`config.mk`:
```
export PLATFORM = sky130hd
export DESIGN_NAME = divider_seq_ctrl
export DESIGN_NICKNAME = d
export VERILOG_FILES = /design/src/rtl/divider_seq_ctrl.sv
export SDC_FILE = /design/constraint.sdc
export NUM_CORES = 1
export LEC_CHECK = 0
export CORE_MARGIN = 5
export CORE_UTILIZATION = 40
export CTS_BUF_LIST = sky130_fd_sc_hd__clkbuf_4 sky130_fd_sc_hd__clkbuf_8
export DETAILED_ROUTE_END_ITERATION = 10
export SLEW_MARGIN = 10
export SYNTH_ARGS = -nofsm -noshare
export SYNTH_HDL_FRONTEND = slang
export SYNTH_SLANG_ARGS = --single-unit
```
`constraint.sdc`:
```
create_clock -name clk_in -period 4 [get_ports clk_in]
set_clock_uncertainty 0.1 [all_clocks]
set_input_delay 0.8 -clock clk_in [delete_from_list [all_inputs] [get_ports clk_in]]
set_output_delay 0.8 -clock clk_in [all_outputs]
set_load 0.1 [all_outputs]
```
`src/rtl/divider_seq_ctrl.sv`:
```
// rtl/divider_seq_ctrl.sv - iterative unsigned restoring divider, one subtraction per clock
module divider_seq_ctrl #(
    parameter int DATA_WIDTH = 4
) (
    input  logic                  clk_in,
    input  logic                  rst_in,
    input  logic                  start_in,
    input  logic [DATA_WIDTH-1:0] dividend_in,
    input  logic [DATA_WIDTH-1:0] divisor_in,
    output logic                  busy_out,
    output logic                  done_out,
    output logic [DATA_WIDTH-1:0] quotient_out,
    output logic [DATA_WIDTH-1:0] remainder_out,
    output logic                  div_by_zero_out
);

    localparam int W  = DATA_WIDTH;
    localparam int CW = $clog2(W + 1);
    localparam logic [CW-1:0] CNT_INIT = CW'(W);
    localparam logic [CW-1:0] CNT_LAST = CW'(1);

    typedef enum logic [1:0] {
        ST_IDLE,
        ST_CALC,
        ST_DONE
    } state_t;

    state_t          state;
    state_t          state_nxt;
    logic [W-1:0]    rem_q;
    logic [W-1:0]    quo_q;
    logic [W-1:0]    divisor_q;
    logic [CW-1:0]   cnt_q;

    logic [W:0]      shifted;
    logic [W-1:0]    trial;
    logic            borrow;
    logic [W-1:0]    rem_nxt;
    logic [W-1:0]    quo_nxt;

    // Partial remainder is always below the divisor, so its W+1-bit form never
    // sets the top bit; the shifted value carries it only into the subtraction.
    always_comb begin
        shifted         = {rem_q, quo_q[W-1]};
        {borrow, trial} = shifted - {1'b0, divisor_q};
        rem_nxt         = borrow ? shifted[W-1:0] : trial;
        quo_nxt         = {quo_q[W-2:0], ~borrow};
    end

    always_ff @(posedge clk_in) begin
        if (rst_in) begin
            state <= ST_IDLE;
        end else begin
            state <= state_nxt;
        end
    end

    always_comb begin
        state_nxt = state;
        busy_out  = 1'b1;
        done_out  = 1'b0;
        case (state)
            ST_IDLE: begin
                busy_out = 1'b0;
                if (start_in) begin
                    state_nxt = (divisor_in == '0) ? ST_DONE : ST_CALC;
                end
            end
            ST_CALC: begin
                if (cnt_q == CNT_LAST) begin
                    state_nxt = ST_DONE;
                end
            end
            ST_DONE: begin
                done_out  = 1'b1;
                state_nxt = ST_IDLE;
            end
            default: begin
                state_nxt = ST_IDLE;
            end
        endcase
    end

    // Result registers only change on entry to DONE.
    always_ff @(posedge clk_in) begin
        if (rst_in) begin
            rem_q           <= '0;
            quo_q           <= '0;
            divisor_q       <= '0;
            cnt_q           <= '0;
            quotient_out    <= '0;
            remainder_out   <= '0;
            div_by_zero_out <= 1'b0;
        end else begin
            case (state)
                ST_IDLE: begin
                    if (start_in) begin
                        quo_q     <= dividend_in;
                        divisor_q <= divisor_in;
                        rem_q     <= '0;
                        cnt_q     <= CNT_INIT;
                        if (divisor_in == '0) begin
                            quotient_out    <= '1;
                            remainder_out   <= dividend_in;
                            div_by_zero_out <= 1'b1;
                        end
                    end
                end
                ST_CALC: begin
                    rem_q <= rem_nxt;
                    quo_q <= quo_nxt;
                    cnt_q <= cnt_q - 1'b1;
                    if (cnt_q == CNT_LAST) begin
                        quotient_out    <= quo_nxt;
                        remainder_out   <= rem_nxt;
                        div_by_zero_out <= 1'b0;
                    end
                end
                default: begin
                end
            endcase
        end
    end

endmodule

```
[Word level (Yosys, flattened, before mapping)]
Cells that the tools add are included.
Word-level totals
  bits in registers: 26
  input port bits: 11
  output and inout port bits: 11
  logic and storage cells: 49
Cells by class
  add/subtract/negate cells: 2
  equality and inequality tests: 6
  mux-type cells: 25
  bitwise logic cells: 1
  reductions and logical operators: 7
Operator list (number)
  two-way mux 4 bit: 9
  one-hot mux 4 bit (2 select lines): 4
  two-way mux 2 bit: 3
  != test 2 bit, second input constant: 3
  one-hot mux 3 bit (2 select lines): 1
  AND reduction 2 bit: 3
  two-way mux 1 bit: 5
  subtractor 5 x 4 -> 5 bit: 1
  zero test 4 bit: 1
  one-hot mux 2 bit (2 select lines): 1
  AND reduction 4 bit: 1
  == test 3 x 1 -> 1 bit, second input constant: 1
  two-way mux 3 bit: 1
  subtractor 3 x 1 -> 3 bit, second input constant: 1
  == test 2 x 1 -> 1 bit, second input constant: 1
  == test 2 bit, second input constant: 1
  zero test 2 bit: 1
  one-hot mux 1 bit (2 select lines): 1
  nonzero test 2 bit: 1
  inverter 1 bit: 1

[Longest topological paths before layout]
Gate-level depths: netlist (run 1).
  depth in word-level cells: 4
  gate-level depth with buffers: 8
  mapped depth without buffers: 8

[Worst setup path after synthesis (run 1)]
OpenSTA, ideal clock, no wires.
  kind: register -> output
  start: register state[1]
  end: output port done_out
  arrival time: 1.818 ns
  data required time: 3.100 ns
  setup slack: 1.282 ns
  cell stages (with the launch flop): 2
  path buffers: 0
  cells stage by stage: dfxtp_1 > nor2b_1
On the way
  word-level cells in the longest chain between the ends: 2
Ends and longest elaborated chain
  from (decl): line 28  | state_t state;
  from (signal assigned): line 54  | state <= state_nxt;
  == test 2 bit: line 62  | case (state)
  two-way mux 1 bit: line 62
  to (decl): line 11  | output logic done_out,
Every way passes these cells.

[Worst setup path in the final report (run 1)]
  start: register state[1]
  end: output port busy_out
On the way
  word-level cells in the longest chain between the ends: 2
Ends and longest elaborated chain
  zero test 2 bit: line 62
  two-way mux 1 bit: line 62
  to (decl): line 10  | output logic busy_out,
Every way passes these cells.

==> results.sh, run 1 <==
export IMPL_status="completed"
export IMPL_path_class="flip-flop to output port"
export IMPL_syn_area_mm2=0.00132
export IMPL_synth_top_cell_area_share=0.395
export IMPL_max_cap_viol_count=0
export IMPL_synth_largest_area_cell="dfxtp_1"
export IMPL_power_frac_clock=0.277
export IMPL_antenna_left=0
export IMPL_drive_above_1_share=0.0988
export IMPL_synth_edf_count=0
export IMPL_synth_seq_cells=26
export IMPL_fin_nets=191
export IMPL_synthMuxAreaShare=0.0313
export IMPL_start_util=0.425
export IMPL_grtUsageTotal=0.135
export IMPL_drtIter0Drc=32
export IMPL_post_cts_buffers=0
export IMPL_cts_sinks=26
export IMPL_numCtsBuffers=3
export IMPL_gp_congestion=0.781
export IMPL_ys_top_cells_by_area="dfxtp_1, nor2_1, ha_1"
export IMPL_worstPathRequired_ns=3.10
export IMPL_grt_pass1_wl_mm=4.69
export IMPL_yosysSeqAreaShare=0.395
export IMPL_p_leak_nw=0.590
export IMPL_grt_setup_unrepaired="no"
export IMPL_finalHoldViolCount=0
export IMPL_post_route_drc_count=0
export IMPL_firstDrtPassIters=4
export IMPL_synthAdderAreaFrac=0.0721
export IMPL_synth_nets=173
export IMPL_synth_flop_cell="dfxtp_1"
export IMPL_max_vdd_ir_drop_mv=0.221
export IMPL_core_area_mm2=0.00310
export IMPL_antenna_found_initial=0
export IMPL_period_needed_ns=3.04
export IMPL_overflow=0
export IMPL_async_flop_share=0
export IMPL_grt_pass1_vias=1072
export IMPL_wirelength_mm=2.63
export IMPL_synth_compound_area_frac=0.183
export IMPL_ff2ff_path_depth=8
export IMPL_syn_inst=155
export IMPL_dieArea_mm2=0.00455
export IMPL_clock_path_buffers=2
export IMPL_hold_class="flip-flop to flip-flop"
export IMPL_p_int_mw=0.445
export IMPL_dr_total_vias=1048
export IMPL_cts_root_buf="clkbuf_4"
export IMPL_diodes=0
export IMPL_die_x_um=67.4
export IMPL_yosysWarnings=0
export IMPL_dp_hpwl_mm=1.96
export IMPL_avgSynthCellArea_um2=8.51
export IMPL_post_cts_resized=0
export IMPL_clock_latency_ns=0.33
export IMPL_start_kind="flip-flop"
export IMPL_slew_violations=0
export IMPL_postPlaceCellArea_mm2=0.00154
export IMPL_endpoint="busy_out"
export IMPL_port_buffers=21
export IMPL_power_density_mw_per_mm2=413
export IMPL_holdBufCountCts=0
export IMPL_synth_xor_area_frac=0.0190
export IMPL_dp_cells=212
export IMPL_synth_top_family_by_area="simple AND/OR/NAND/NOR gates"
export IMPL_io_pins=22
export IMPL_fin_setup_tns_ns=0
export IMPL_layout_cells_non_filler=216
export IMPL_setup_violations_final=0
export IMPL_clk_pin_slew_ns=0.15
export IMPL_p_sw_frac=0.326
export IMPL_synth_simple_gate_area_frac=0.243
export IMPL_cts_tree="built"
export IMPL_rows=20
export IMPL_max_slew_margin=0.329
export IMPL_grt_max_degree=27
export IMPL_end_kind="output port"
export IMPL_cts_htree_levels=1
export IMPL_die_h_um=67.4
export IMPL_ys_types=34
export IMPL_tightest_slew_ns=1.00
export IMPL_critPathLaunch="state[1]$_SDFFE_PP0P_"
export IMPL_crit_path_max_fanout=8
export IMPL_fin_crit_sh=0.759
export IMPL_arrival_ns=2.14
export IMPL_p_switching_mw=0.215
export IMPL_max_freq_ghz=0.329
export IMPL_comb_power_share=0.278
export IMPL_post_route_cell_area_mm2=0.00160
export IMPL_avgRoutedWirePerCell_um=12.2
export IMPL_fin_hold_ws_ns=0.392
export IMPL_rrSetupSlack_ns=1.46
export IMPL_p_seq_frac=0.445
export IMPL_r2r_start="quo_q[3]$_SDFFE_PP0P_"
export IMPL_syn2layout_area_growth_pct=21.0
export IMPL_reg2reg_to="remainder_out[2]$_SDFFE_PP0P_"
export IMPL_via_per_inst=4.85
per-layer routing:
layer | vias to the layer above | global-route usage | wire [µm]
met1 | 464 | 0.164 | 1240
met3 | 4 | 0.0433 | 148
met5 | - | 0 | 0
li1 | 559 | - | -
met2 | 21 | 0.233 | 1230
met4 | 0 | 0.0228 | 19
state kept, by name, summed over array words and instances (netlist names):
register         cells
state                2
remainder_out        4
div_by_zero_out      1
quo_q                4
divisor_q            4
cnt_q                3
rem_q                4
quotient_out         4
through the flow:
| stage | setup slack (ns) | utilization | power (mW) |
|---|---|---|---|
| global placement | 1.27 | 0.497 | 0.482 |
| finish | 0.963 | 0.514 | 0.660 |
| global route | 0.864 | 0.514 | 0.699 |
| detailed placement | 1.25 | 0.497 | 0.484 |
| floorplan | 1.28 | - | 0.441 |
| CTS | 0.930 | 0.514 | 0.668 |
synthesized netlist by cell type, types with 2 or more instances:
| cell | count |
|---|---|
| a211oi_1 | 4 |
| a21oi_1 | 13 |
| a311oi_1 | 4 |
| a311oi_2 | 2 |
| a31oi_1 | 2 |
| buf_2 | 3 |
| clkbuf_1 | 4 |
| dfxtp_1 | 26 |
| ha_1 | 6 |
| inv_1 | 9 |
| mux2i_1 | 3 |
| nand2_1 | 14 |
| nand2b_1 | 6 |
| nand3b_1 | 2 |
| nor2_1 | 33 |
| nor2_2 | 2 |
| nor2b_1 | 3 |
| nor3_1 | 2 |
| or2_2 | 2 |
logic make-up (layout without fill, tap and decap cells):
family,after synthesis,after routing
AO/OA/AOI/OAI,32,32
XOR/XNOR,2,2
adder cells (fa/ha/maj),7,7
buffers and inverters,17,34
flip-flops,26,26
multiplexers,4,4
AND/OR/NAND/NOR,67,67
cell usage in the layout (no fill, tap or decap), drive strengths merged, types with 5 or more instances in the layout:
cell type | synthesis | layout
inv | 9 | 9
a211oi | 5 | 5
nand2b | 6 | 6
ha | 6 | 6
nor2 | 35 | 35
a21oi | 15 | 15
nand2 | 14 | 14
clkdlybuf4s50 | 0 | 21
dfxtp | 26 | 26
a311oi | 6 | 6
layout make-up:
class / instances / area [µm²]
Clock buffer: 3 / 22.5
Clock inverter: 1 / 30.0
Fill cell: 330 / 1510
Inverter: 9 / 33.8
Multi-Input combinational cell: 112 / 723
Sequential cell: 26 / 520
Tap cell: 44 / 55.1
Timing Repair Buffer: 21 / 210
how the worst min path moves through the flow:
stage / from / to / slack, ns / cells past startpoint
finish: rem_q[2]$_SDFFE_PP0P_ / rem_q[2]$_SDFFE_PP0P_ / 0.39 / 2
floorplan: rem_q[0]$_SDFFE_PP0P_ / rem_q[0]$_SDFFE_PP0P_ / 0.35 / 2
CTS: rem_q[1]$_SDFFE_PP0P_ / rem_q[1]$_SDFFE_PP0P_ / 0.40 / 2
detailed placement: rem_q[1]$_SDFFE_PP0P_ / rem_q[1]$_SDFFE_PP0P_ / 0.38 / 2
global placement: rem_q[2]$_SDFFE_PP0P_ / rem_q[2]$_SDFFE_PP0P_ / 0.36 / 2
global route: rem_q[2]$_SDFFE_PP0P_ / rem_q[2]$_SDFFE_PP0P_ / 0.43 / 2
critical path, stage by stage (launching register included):
cell	delay, ns
dfxtp_1	0.49
or2_2	0.19
clkdlybuf4s50_1	1.13
power groups by stage:
stage / logic, mW / registers (mW) / clock network (mW)
final: 0.183 / 0.293 / 0.183
after global routing: 0.202 / 0.297 / 0.200
after CTS: 0.186 / 0.293 / 0.189
after detailed placement: 0.185 / 0.299 / 0
after global placement: 0.183 / 0.299 / 0
after floorplan: 0.113 / 0.328 / 0
Power figures use the tool's default switching activity.
==> run 2: changes to the inputs <==
Clock period 4 ns to 3 ns, I/O delays scaled along.
==> results.sh, run 2 (synthesized netlist as in run 1, its figures left out) <==
export IMPL_antenna_found_initial=0
export IMPL_cts_root_buf="clkbuf_4"
export IMPL_start_util=0.425
export IMPL_cts_tree="built"
export IMPL_grt_pass1_wl_mm=4.80
export IMPL_layout_commonest_cell="nor2_1"
export IMPL_avgRoutedWirePerCell_um=12.6
export IMPL_post_cts_buffers=0
export IMPL_syn2layout_area_growth_pct=20.0
export IMPL_max_freq_ghz=0.406
export IMPL_cts_sinks=26
export IMPL_holdBufCountCts=0
export IMPL_tightest_slew_ns=0.779
export IMPL_status="completed"
export IMPL_worstPathRequired_ns=3.14
export IMPL_path_buf_inv=1
export IMPL_arrival_ns=2.61
export IMPL_setup_violations_final=0
export IMPL_post_cts_resized=0
export IMPL_fin_nets=193
export IMPL_overflow=0
export IMPL_port_buffers=21
export IMPL_grt_max_degree=20
export IMPL_slew_violations=0
export IMPL_max_cap_viol_count=0
export IMPL_start_kind="flip-flop"
export IMPL_cpMaxStageDelayCell="mux2_2"
export IMPL_rrSetupSlack_ns=0.54
export IMPL_fin_ws_ns=0.536
export IMPL_fin_setup_tns_ns=0
export IMPL_layout_common_cells="nor2_1, dfxtp_1, nand2_1, a21oi_1, buf_4"
export IMPL_numCtsBuffers=3
export IMPL_end_kind="flip-flop"
export IMPL_max_vdd_ir_drop_mv=0.323
export IMPL_diodes=0
export IMPL_dieArea_mm2=0.00455
export IMPL_path_class="flip-flop to flip-flop"
export IMPL_cts_htree_levels=1
export IMPL_power_density_mw_per_mm2=555
export IMPL_wirelength_mm=2.75
export IMPL_die_x_um=67.4
export IMPL_path_cells="inv_1 > ha_1 > fa_1 > nand2b_1 > a21oi_2 > xor2_2 > mux2_2 > a311oi_1"
export IMPL_hold_class="flip-flop to flip-flop"
export IMPL_clock_path_buffers=2
export IMPL_crit_family="adder cells"
export IMPL_drtIter0Drc=41
export IMPL_dr_total_vias=1068
export IMPL_fill_cells=318
export IMPL_p_leak_nw=0.621
export IMPL_crit_path_max_fanout=7
export IMPL_post_route_drc_count=0
export IMPL_dp_slack_ns=0.445
export IMPL_grt_setup_unrepaired="no"
export IMPL_crit_path_max_incr_delay_ns=0.39
export IMPL_antenna_left=0
export IMPL_rows=20
export IMPL_period_needed_ns=2.46
export IMPL_fin_crit_sh=0.821
export IMPL_clock_latency_ns=0.32
export IMPL_clk_pin_slew_ns=0.14
export IMPL_via_per_inst=4.90
export IMPL_grtUsageTotal=0.140
export IMPL_core_area_mm2=0.00310
export IMPL_io_pins=22
export IMPL_grt_pass1_vias=1059
export IMPL_die_h_um=67.4
export IMPL_fin_hold_ws_ns=0.397
export IMPL_finalHoldViolCount=0
export IMPL_dp_hpwl_mm=2.07
export IMPL_max_slew_margin=0.479
export IMPL_gp_congestion=0.798
export IMPL_drive_above_1_share=0.172
export IMPL_firstDrtPassIters=4
run 2: per-layer routing:
metal	track usage	vias to the layer above	part of all wire
met1	0.186	482	0.49
met3	0.0483	4	0.054
li1	-	561	-
met5	0	-	0
met2	0.215	21	0.44
met4	0.0380	0	0.0098
run 2: final cells by class:
cell class / instances / area [µm²] / area share
clock buffers: 3 / 22.5 / 0.0142
clock inverters: 1 / 30.0 / 0.0190
inverters: 9 / 33.8 / 0.0213
multi-input cells: 112 / 723 / 0.457
flip-flops and latches: 26 / 520 / 0.329
well taps: 44 / 55.1 / 0.0348
repair buffers: 23 / 198 / 0.125
run 2: worst paths after layout:
path                         startpoint                             to  depth (start not counted)
setup / recovery  quo_q[3]$_SDFFE_PP0P_  remainder_out[2]$_SDFFE_PP0P_                          8
hold reg to reg   rem_q[2]$_SDFFE_PP0P_          rem_q[2]$_SDFFE_PP0P_                          2
hold / removal    rem_q[2]$_SDFFE_PP0P_          rem_q[2]$_SDFFE_PP0P_                          2
setup reg to reg  quo_q[3]$_SDFFE_PP0P_  remainder_out[2]$_SDFFE_PP0P_                          8
run 2: through the flow:
step	instance area (µm²)	instances	total power, mW	utilization
floorplan	1320	155	0.588	-
global placement	1530	214	0.641	0.493
detailed placement	1530	214	0.646	0.493
CTS	1580	218	0.891	0.510
global route	1580	218	0.935	0.510
finish	1580	218	0.878	0.510
run 2: worst register-to-register path, delay by kind of cell, from the launching register on:
| kind | cells | cell delay, ns |
|---|---|---|
| mux | 1 | 0.39 |
| fa+ha+maj | 2 | 0.60 |
| simple gates | 1 | 0.18 |
| flops | 1 | 0.33 |
| compound gates | 2 | 0.40 |
| buf+inv | 1 | 0.06 |
| xor+xnor | 1 | 0.33 |
run 2: power by group:
part           switching [mW]  internal, mW  leakage [nW]
sequential             0.0201         0.372         0.213
combinational           0.159        0.0857         0.380
clock                   0.106         0.135        0.0279
total                   0.285         0.593         0.621
